<file path="config.mk">
export PLATFORM = sky130hd
export DESIGN_NAME = onn_convergence_monitor
export DESIGN_NICKNAME = d
export VERILOG_FILES = /design/src/rtl/onn_convergence_monitor.sv
export SDC_FILE = /design/constraint.sdc
export NUM_CORES = 1
export LEC_CHECK = 0
export BUFFER_PORTS_ARGS = -buffer_cell sky130_fd_sc_hd__buf_4
export CELL_PAD_IN_SITES_DETAIL_PLACEMENT = 0
export CELL_PAD_IN_SITES_GLOBAL_PLACEMENT = 1
export CORE_ASPECT_RATIO = 0.6
export CORE_MARGIN = 2
export CORE_UTILIZATION = 35
export DETAILED_ROUTE_END_ITERATION = 16
export PLACE_DENSITY_LB_ADDON = 0.1
export SETUP_SLACK_MARGIN = 0.1
export SLEW_MARGIN = 20
export SYNTH_ARGS = -nofsm -noshare
export SYNTH_HDL_FRONTEND = slang
export SYNTH_SLANG_ARGS = --single-unit
</file>
<file path="constraint.sdc">
create_clock -name sclk -period 2.2 [get_ports sclk]
set_input_delay 0.11 -clock sclk [delete_from_list [all_inputs] [get_ports sclk]]
set_output_delay 0.11 -clock sclk [all_outputs]
set_load 0.1 [all_outputs]
</file>
<file path="src/rtl/onn_convergence_monitor.sv">
// Convergence monitor for the oscillator neuron bank: detects a settled phase pattern
// or an exhausted tick budget, snapshots the phases and offers them over valid/ready.
module onn_convergence_monitor #(
  parameter int N             = 15,
  parameter int PW            = 4,
  parameter int STABLE_CHECKS = 4,
  parameter int MAX_TICKS     = 200,
  parameter int CNT_W         = 8
) (
  input  logic              sclk,
  input  logic              re,
  input  logic              start,
  input  logic              full_tick,
  input  logic              state_cheak,
  input  logic [0:N-1]      state_changed,
  input  logic [0:N*PW-1]   phi_in,
  output logic              busy,
  output logic              done_valid,
  input  logic              done_ready,
  output logic              converged,
  output logic              timed_out,
  output logic [CNT_W-1:0]  iter_count,
  output logic [0:N*PW-1]   phase_out
);

  localparam int SC_W = $clog2(STABLE_CHECKS + 1);
  localparam logic [SC_W-1:0]  SC_MAX   = SC_W'(STABLE_CHECKS);
  localparam logic [SC_W-1:0]  SC_LAST  = SC_W'(STABLE_CHECKS - 1);
  localparam logic [CNT_W-1:0] CNT_MAX  = '1;
  localparam logic [CNT_W-1:0] TMO_LAST = CNT_W'(MAX_TICKS - 1);

  typedef enum logic [1:0] {IDLE, RUN, DONE} state_t;

  state_t          state;
  logic [SC_W-1:0] stable_cnt;
  logic            quiet;
  logic            conv_hit;
  logic            tmo_hit;

  // The check that completes the quiet streak decides in the same edge it is counted.
  always_comb begin
    quiet    = ~|state_changed;
    conv_hit = state_cheak & quiet & (stable_cnt == SC_LAST);
    tmo_hit  = full_tick & (iter_count == TMO_LAST);
  end

  // NOTE: every register is written with <= so all updates in an edge see pre-edge values.
  always_ff @(posedge sclk) begin
    if (re) begin
      // NOTE: phase_out is a plain register (not a memory), so it is reset like the flags.
      state      <= IDLE;
      busy       <= 1'b0;
      done_valid <= 1'b0;
      converged  <= 1'b0;
      timed_out  <= 1'b0;
      iter_count <= '0;
      stable_cnt <= '0;
      phase_out  <= '0;
    end else begin
      case (state)
        IDLE: begin
          if (start) begin
            state      <= RUN;
            busy       <= 1'b1;
            iter_count <= '0;
            stable_cnt <= '0;
            converged  <= 1'b0;
            timed_out  <= 1'b0;
          end
        end

        RUN: begin
          if (full_tick && iter_count != CNT_MAX)
            iter_count <= iter_count + CNT_W'(1);

          if (state_cheak) begin
            if (!quiet)
              stable_cnt <= '0;
            else if (stable_cnt != SC_MAX)
              stable_cnt <= stable_cnt + SC_W'(1);
          end

          if (conv_hit) begin
            phase_out  <= phi_in;
            converged  <= 1'b1;
            timed_out  <= 1'b0;
            busy       <= 1'b0;
            done_valid <= 1'b1;
            state      <= DONE;
          end else if (tmo_hit) begin
            phase_out  <= phi_in;
            timed_out  <= 1'b1;
            busy       <= 1'b0;
            done_valid <= 1'b1;
            state      <= DONE;
          end
        end

        DONE: begin
          if (done_ready) begin
            done_valid <= 1'b0;
            state      <= IDLE;
          end
        end

        default: begin
          state      <= IDLE;
          busy       <= 1'b0;
          done_valid <= 1'b0;
        end
      endcase
    end
  end

endmodule

</file>
==> results of run 1 <==
==> cell type report <==
| class | count | area [µm²] |
|---|---|---|
| Sequential cell | 77 | 1540 |
| Inverter | 5 | 20.0 |
| Timing Repair Buffer | 175 | 1330 |
| Clock buffer | 9 | 225 |
| Multi-Input combinational cell | 271 | 1760 |
| Tap cell | 135 | 169 |
| Fill cell | 939 | 4770 |
| Clock inverter | 7 | 138 |
==> flip-flops by register name, indices dropped and copies added, names as in the netlist <==
| signal | flops |
|---|---|
| converged | 1 |
| timed_out | 1 |
| state | 2 |
| stable_cnt | 3 |
| phase_out | 60 |
| iter_count | 8 |
| done_valid | 1 |
| busy | 1 |
==> where the power goes <==
group	internal (µW)	leakage (µW)	switching (µW)	total, µW
logic	156	0.00192	168	324
clock network	1220	0.000175	578	1800
registers	1400	0.000621	4.91	1410
total	2780	0.00271	750	3530
==> metrics by stage <==
stage | setup TNS [ps] | total power [µW] | hold slack [ps]
after CTS | 0 | 3570 | 17.3
final | 0 | 3530 | 26.4
after detailed placement | -4990 | 1760 | 370
after global routing | 0 | 3670 | 16.5
after global placement | -3530 | 1760 | 360
after floorplan | 0 | 1610 | 249
==> critical path: stages (launching register included) <==
cell	delay, ps
dfxtp_2	320
ha_1	230
buf_4	160
and4_1	220
a21oi_1	380
o2111ai_1	160
a221oi_1	300
==> cells by family (layout without fill, tap and decap cells) <==
family,Yosys count,in the layout,synth area share (%)
compound gates,24,25,4.44
xor+xnor,2,2,0.486
fa+ha+maj,4,4,1.39
buf+inv,30,196,9.16
flops,77,77,42.8
mux,66,66,18.4
simple gates,174,174,23.4
==> what timing repair did <==
action                                  CTS  global route
pin swaps                                 1             0
gates resized for setup                   0             1
endpoints found under the setup margin   40            24
gates cloned                              1             0
setup buffers                             0             2
==> layer usage <==
metal	global-route usage [%]	share of wire [%]
met1	23.3	49
met2	23.9	41
met3	7.39	9.5
met4	4.79	0.62
met5	0	0
==> Yosys cell counts, drive strengths merged <==
cell,n
nand2b,1
o2111ai,3
a21oi,7
and3,3
dfxtp,77
or3b,1
nand2,132
nor4,4
a2111o,1
nand4,3
nand3b,1
or4b,1
or4,2
mux2i,65
o21a,2
or3,3
and3b,1
nor2,9
and4,2
a41o,1
buf,11
ha,4
mux2,1
a311o,1
o21ai,8
clkbuf,11
nor3b,1
dlygate4sd1,3
inv,5
nor3,4
nand4b,1
nor4b,1
a221oi,1
xnor2,2
nand3,4
==> worst min path at each step <==
stage | from | to | slack [ps] | cells after the start
after global placement | phi_in[41] | phase_out[41] | 360 | 3
final | phi_in[51] | phase_out[51] | 30 | 3
after detailed placement | phi_in[33] | phase_out[33] | 370 | 3
after CTS | phi_in[29] | phase_out[29] | 20 | 3
after floorplan | phi_in[0] | phase_out[0] | 250 | 2
after global routing | phi_in[37] | phase_out[37] | 20 | 3
==> impl_metrics.py, run 1 <==
metrics = {
    "finish": {
        "layout_commonest_cell": "buf_4",
        "fin_nets": 624,
        "layout_common_cells": "174 x buf_4, 132 x nand2_1, 75 x dfxtp_1",
        "final_layout_size_suffix_gt1_share_pct": 38.1,
        "stdcell_count": 679,
        "syn_to_final_growth_pct": 43.7,
        "fin_util_pct": 52.0,
        "finalInstanceArea_um2": 5180,
        "insertedDiodeCount": 0,
    },
    "worst_setup_path": {
        "cp-startpoint": "iter_count[0]",
        "cp-end-kind": "flip-flop",
        "r2r_slack_ps": 340,
        "rr_worst_depth": 6,
        "path_class": "reg -> reg",
        "r2r_start": "iter_count[0]",
        "crit_arrival_ps": 2100,
        "critPathRequiredTime_ps": 2440,
        "start_kind": "flip-flop",
        "critPathCapture": "iter_count[7]",
        "cp_max_fo": 5,
        "reg2reg_to": "iter_count[7]",
    },
    "synth": {
        "synth.distinct_cells": 47,
        "synth_top_cell_by_area": "dfxtp_1",
        "syn_nets": 462,
        "synth.avg_cell_area_um2": 9.56,
        "netlist_area_um2": 3600,
        "synth_top_area_share_pct": 42.8,
        "synth_seq_cells": 77,
        "synth.area.top_cells": "dfxtp_1 43%, mux2i_1 18%, nand2_1 14%",
        "postSynthCellCount": 377,
        "yosys_warnings": 0,
        "synth-seq-area-share_pct": 42.8,
    },
    "sta": {
        "clock_skew_ps": 6.35,
        "final_min_period_over_clock_period_pct": 84.8,
        "finalSetupViolations": 0,
        "relSlewSlack_pct": 54.3,
        "rsz0062_at_grt": "false",
        "setup_ws_ps": 335,
        "slew_viol_final": 0,
        "worst_pin_slew_ps": 685,
        "min_period_ps": 1860,
        "hold_viol": 0,
        "fmax_mhz": 536,
    },
    "die": {
        "start_util_pct": 36.2,
        "num_rows": 28,
        "num_io_pins": 153,
        "dieArea_um2": 11200,
        "die_w_um": 135,
        "core_area_um2": 9950,
        "die_y_um": 82.6,
    },
    "drt": {
        "drt_iter0_markers": 139,
        "route.detailed.drc": 0,
        "drt_pre_antenna_iters": 4,
        "vias": 3129,
        "avgRoutedWirePerCell_um": 13.9,
        "detail_route.wirelength_mm": 9.42,
        "drtAntennaViolNets": 0,
        "vias_per_cell": 4.61,
    },
    "clock_tree": {
        "cts_root_buf": "clkbuf_16",
        "insertion_delay_ps": 330,
        "clkSinkCount": 77,
        "htree_levels": 3,
        "clockBufferDepth": 2,
        "path_clk_slew_ps": 60,
        "numCtsBuffers": 9,
        "cts_tree": "yes",
        "cts_hold_buffers": 0,
    },
    "place": {
        "dp_hpwl_mm": 6.81,
        "io_buffers": 152,
        "routabilityCongestion": 0.792,
        "dpl-instance-area_um2": 4780,
        "dpl_worst_slack_ps": -192,
        "dp_cells": 660,
    },
    "flow_run": {
        "maxCapViolCount": 0,
    },
    "power_and_ir_drop": {
        "power_density_nw_per_um2": 681,
        "p_leak_uw": 0.00271,
        "vdd_drop_max_mv": 0.461,
    },
    "global_route": {
        "grt_pass1_vias": 2908,
        "grt_usage_pct": 16.9,
        "grt_pass1_wl_mm": 14.5,
        "overflow": 0,
        "grt_max_degree": 74,
        "grt_antenna_before_repair": 0,
    },
    "hold_path": {
        "hold_class": "in -> reg",
    },
    "status": {
        "status": "finished, final reports clean",
    },
}
Power figures use the tool's default switching activity.
==> run 2, diff against run 1 <==
Settings changed: CORE_UTILIZATION 35 to 31.
Clock period 2.2 ns to 1.6 ns, I/O delays scaled along.
==> impl_metrics.py, run 2 (synthesis results as in run 1) <==
metrics = {
    "place": {
        "dpl_worst_slack_ps": -93.8,
        "dp_hpwl_mm": 7.06,
        "io_buffers": 152,
        "routabilityCongestion": 0.772,
        "dp_cells": 688,
    },
    "sta": {
        "setup_ws_ps": -63.0,
        "fin_hold_ws_ps": 10.1,
        "min_period_ps": 1660,
        "relSlewSlack_pct": 76.9,
        "slew_viol_final": 0,
        "hold_viol": 0,
        "fmax_mhz": 601,
        "rsz0062_at_grt": "true",
        "finalSetupViolations": 43,
        "clock_skew_ps": 5.30,
        "final_min_period_over_clock_period_pct": 104,
        "worst_pin_slew_ps": 344,
    },
    "finish": {
        "reg.largest.list": "phase_out: 60 flops, iter_count: 8 flops, stable_cnt: 3 flops",
        "layout_common_cells": "172 x buf_4, 131 x nand2_1, 66 x dfxtp_1",
        "fillerInstances": 1034,
        "largest_register_ffs": 60,
        "top_register": "phase_out",
        "stdcell_count": 750,
        "syn_to_final_growth_pct": 60.4,
        "insertedDiodeCount": 0,
        "fin_util_pct": 51.2,
        "fin_nets": 670,
        "layout_commonest_cell": "buf_4",
        "final_layout_size_suffix_gt1_share_pct": 39.3,
    },
    "drt": {
        "drt_iter0_markers": 151,
        "drtAntennaViolNets": 0,
        "avgRoutedWirePerCell_um": 13.4,
        "detail_route.wirelength_mm": 10.1,
        "vias": 3292,
        "vias_per_cell": 4.39,
        "route.detailed.drc": 0,
        "drt_pre_antenna_iters": 4,
    },
    "power_and_ir_drop": {
        "p_total_uw": 4520,
        "power_density_nw_per_um2": 781,
        "vdd_drop_max_mv": 0.539,
        "p_leak_uw": 0.00292,
    },
    "flow_run": {
        "maxCapViolCount": 0,
    },
    "clock_tree": {
        "cts_tree": "yes",
        "numCtsBuffers": 9,
        "cts_root_buf": "clkbuf_16",
        "clkSinkCount": 77,
        "insertion_delay_ps": 330,
        "path_clk_slew_ps": 60,
        "htree_levels": 3,
        "clockBufferDepth": 2,
    },
    "worst_setup_path": {
        "path_class": "reg -> reg",
        "path_cells": "or4b_4, nor3_4, a21oi_4, buf_6, buf_16, mux2i_1",
        "cp-startpoint": "iter_count[5]",
        "critPathRequiredTime_ps": 1820,
        "critPathCapture": "phase_out[8]",
        "critPathMaxStageDelay_ps": 550,
        "start_kind": "flip-flop",
        "rr_worst_depth": 6,
        "crit_arrival_ps": 1880,
        "reg2reg_to": "phase_out[8]",
        "slowest_stage": "or4b_4",
        "cp_max_fo": 6,
        "r2r_slack_ps": -60,
        "cp-end-kind": "flip-flop",
        "r2r_start": "iter_count[5]",
    },
    "die": {
        "core_area_um2": 11300,
        "die_y_um": 87.5,
        "num_io_pins": 153,
        "start_util_pct": 31.9,
        "num_rows": 30,
        "die_w_um": 143,
        "dieArea_um2": 12500,
    },
    "global_route": {
        "grt_antenna_before_repair": 0,
        "grt_pass1_vias": 3238,
        "grt_max_degree": 73,
        "overflow": 0,
        "grt_usage_pct": 16.1,
        "grt_pass1_wl_mm": 15.9,
    },
    "hold_path": {
        "hold_class": "in -> reg",
    },
    "status": {
        "violations": "negative setup slack",
        "status": "finished with violations",
    },
}
run 2: changes by cell type in the layout (fill, tap and decap cells not counted), moves of 4 or more:
cell,previous run,this run
buf_12,1,5
dfxtp_1,75,66
dlygate4sd3_1,0,41
dfxtp_4,0,9
run 2: worst min path at each step:
stage | cells after the start | slack [ps] | endpoint | startpoint
floorplan | 2 | 220 | phase_out[0] | phi_in[0]
global placement | 3 | 330 | phase_out[27] | phi_in[27]
detailed placement | 3 | 340 | phase_out[19] | phi_in[19]
CTS | 3 | 0.1 | phase_out[17] | phi_in[17]
global route | 3 | 2 | phase_out[16] | phi_in[16]
finish | 3 | 10 | phase_out[25] | phi_in[25]
run 2: where the power goes:
part           leakage [µW]  internal, µW  switching [µW]
registers          0.000628          1920            20.2
clock network      0.000138          1210             802
logic               0.00215           320             252
run 2: per-layer routing:
layer	vias up	GRT usage, %	part of all wire [%]	wire, µm
met4	0	3.74	0.71	72
met2	109	24.2	41	4140
met5	-	0	0	0
li1	1691	-	-	-
met3	8	6.43	8.5	860
met1	1484	21.9	50	5000
run 2: repair_timing:
| action | CTS | global route |
|---|---|---|
| setup endpoints to repair | 67 | 69 |
| pin swaps | 2 | 3 |
| hold buffers | 41 | 0 |
| gates resized for setup | 13 | 11 |
| hold endpoints to repair | 41 | 0 |
| buffers inserted | 2 | 2 |
| cloned | 1 | 0 |
run 2: layout make-up:
cell class,count,area [µm²],share of cell area [%]
multi-input cells,270,1830,31.6
repair buffers,222,1860,32.2
flip-flops and latches,77,1580,27.3
inverters,5,20.0,0.346
clock buffers,10,229,3.96
clock inverters,6,63.8,1.10
well taps,160,200,3.46
run 2: stage by stage:
step	cell area [µm²]	setup TNS (ps)
after detailed placement	4910	-2220
after global placement	4910	-616
final	5780	-1280
after CTS	5700	-1600
after floorplan	3680	-7510
after global routing	5780	-4520
run 2: worst max-delay path, delay by kind of cell (launching register included):
| family | cells | cell delay [ps] |
|---|---|---|
| and+or+nand+nor | 2 | 730 |
| buffers and inverters | 2 | 280 |
| DFF | 1 | 340 |
| muxes | 1 | 110 |
| AOI/OAI and AO/OA | 1 | 90 |
==> run 3, diff against run 2 <==
Settings changed: CORE_UTILIZATION 31 to 26.
==> impl_metrics.py, run 3 (synthesis results as in run 1) <==
metrics = {
    "clock_tree": {
        "path_clk_slew_ps": 60,
        "htree_levels": 3,
        "numCtsBuffers": 9,
        "clkSinkCount": 77,
        "cts_tree": "yes",
        "clockBufferDepth": 2,
        "insertion_delay_ps": 330,
        "cts_root_buf": "clkbuf_16",
    },
    "finish": {
        "layout_commonest_cell": "buf_4",
        "layout_common_cells": "182 x buf_4, 131 x nand2_1, 69 x dfxtp_1",
        "reg.largest.list": "phase_out: 60 flops, iter_count: 8 flops, stable_cnt: 3 flops",
        "final_layout_size_suffix_gt1_share_pct": 40.5,
        "top_register": "phase_out",
        "insertedDiodeCount": 0,
        "syn_to_final_growth_pct": 64.7,
        "fin_nets": 687,
        "largest_register_ffs": 60,
        "finalInstanceArea_um2": 5940,
    },
    "global_route": {
        "grt_pass1_vias": 3242,
        "grt_usage_pct": 14.3,
        "grt_antenna_before_repair": 0,
        "grt_max_degree": 67,
        "overflow": 0,
        "grt_pass1_wl_mm": 16.5,
    },
    "worst_setup_path": {
        "slowest_stage": "or4b_4",
        "critPathMaxStageDelay_ps": 550,
        "path_class": "reg -> reg",
        "crit_arrival_ps": 1940,
        "cp-end-kind": "flip-flop",
        "path_cells": "or4b_4, nor3_4, a21oi_4, buf_4, buf_16, mux2i_1",
        "cp_max_fo": 9,
        "start_kind": "flip-flop",
        "critPathRequiredTime_ps": 1820,
        "r2r_start": "iter_count[5]",
        "cp-startpoint": "iter_count[5]",
    },
    "drt": {
        "routed.top_layer": "met4",
        "drt_iter0_markers": 117,
        "wl_met3_um": 845,
        "drt_pre_antenna_iters": 4,
        "detail_route.wirelength_mm": 10.7,
        "vias_per_cell": 4.29,
        "wl_met2_mm": 4.13,
        "drtAntennaViolNets": 0,
        "vias": 3356,
        "route.detailed.drc": 0,
        "wirelength_met1_mm": 5.66,
        "avgRoutedWirePerCell_um": 13.7,
    },
    "die": {
        "die_y_um": 95.2,
        "core_area_um2": 13600,
        "start_util_pct": 26.5,
        "dieArea_um2": 14900,
        "num_io_pins": 153,
        "die_w_um": 156,
        "num_rows": 33,
    },
    "sta": {
        "relSlewSlack_pct": 72.3,
        "finalSetupViolations": 59,
        "slew_viol_final": 0,
        "min_period_ps": 1720,
        "hold_viol": 0,
        "fmax_mhz": 580,
        "worst_pin_slew_ps": 415,
        "setup_ws_ps": -124,
        "clock_skew_ps": 6.56,
        "fin_hold_ws_ps": 12.6,
        "final_min_period_over_clock_period_pct": 108,
        "rsz0062_at_grt": "true",
    },
    "place": {
        "io_buffers": 152,
        "dpl_worst_slack_ps": -123,
        "dpl-instance-area_um2": 5080,
        "dp_hpwl_mm": 7.73,
        "routabilityCongestion": 0.758,
    },
    "hold_path": {
        "min_from": "phi_in[0]",
        "hold_class": "in -> reg",
    },
    "status": {
        "status": "finished with violations",
        "violations": "negative setup slack",
    },
    "power_and_ir_drop": {
        "power_density_nw_per_um2": 768,
        "p_leak_uw": 0.00301,
        "vdd_drop_max_mv": 0.539,
        "p_total_uw": 4560,
    },
    "flow_run": {
        "maxCapViolCount": 0,
    },
}
[run 3: cell types whose count changed in the layout (fill, tap and decap cells not counted), moves of 2 or more]
cell           delta
buf_4            +10
buf_6             +7
dfxtp_1           +3
clkinv_4          +2
dfxtp_2           -2
dlygate4sd3_1     -2
ha_2              +2
ha_4              -2
[run 3: stage by stage]
stage | setup TNS [ps] | std cells | util, %
5_1_grt | -8620 | 782 | 43.7
3_3_place_gp | -2620 | 717 | 37.4
3_5_place_dp | -3270 | 717 | 37.4
2_1_floorplan | -7510 | 377 | -
4_1_cts | -5020 | 779 | 43.1
6_report | -5570 | 782 | 43.7
[run 3: worst max-delay path: cells and delay by family, from the launching register on]
kind | cells | cell delay, ps
AO/OA/AOI/OAI | 1 | 80
buffers and inverters | 2 | 320
flip-flops | 1 | 340
multiplexers | 1 | 120
AND/OR/NAND/NOR | 2 | 740
[run 3: area by class of cell]
type	count	area (µm²)
Fill cell	1315	7650
Clock inverter	7	76.3
Multi-Input combinational cell	270	1780
Timing Repair Buffer	239	2040
Clock buffer	9	225
Inverter	5	20.0
Tap cell	175	219
Sequential cell	77	1570
[run 3: path summary, 6_finish.rpt]
kind / end / slack [ps] / depth (start not counted)
worst max-delay path: phase_out[2] / -120 / 6
worst min-delay path: phase_out[0] / 10 / 3
worst max register to register: phase_out[2] / -120 / 6
worst min register to register: phase_out[6] / 460 / 2
[run 3: layer usage]
layer  GRT usage [%]  vias up
met5               0        -
met4            3.44        0
met3            5.73        8
met2            19.9       97
met1            20.3     1528
li1                -     1723
[run 3: power by group]
group,internal [µW],switching (µW)
sequential,1910,16.3
combinational,316,250
clock,1210,850
[run 3: timing repair]
item | 4_1_cts | 5_1_grt
endpoints found under the setup margin | 68 | 73
pin swaps | 0 | 2
setup buffers | 6 | 2
endpoints found under the hold margin | 39 | 0
hold buffers | 39 | 0
resized for setup | 4 | 13
cloned | 1 | 1
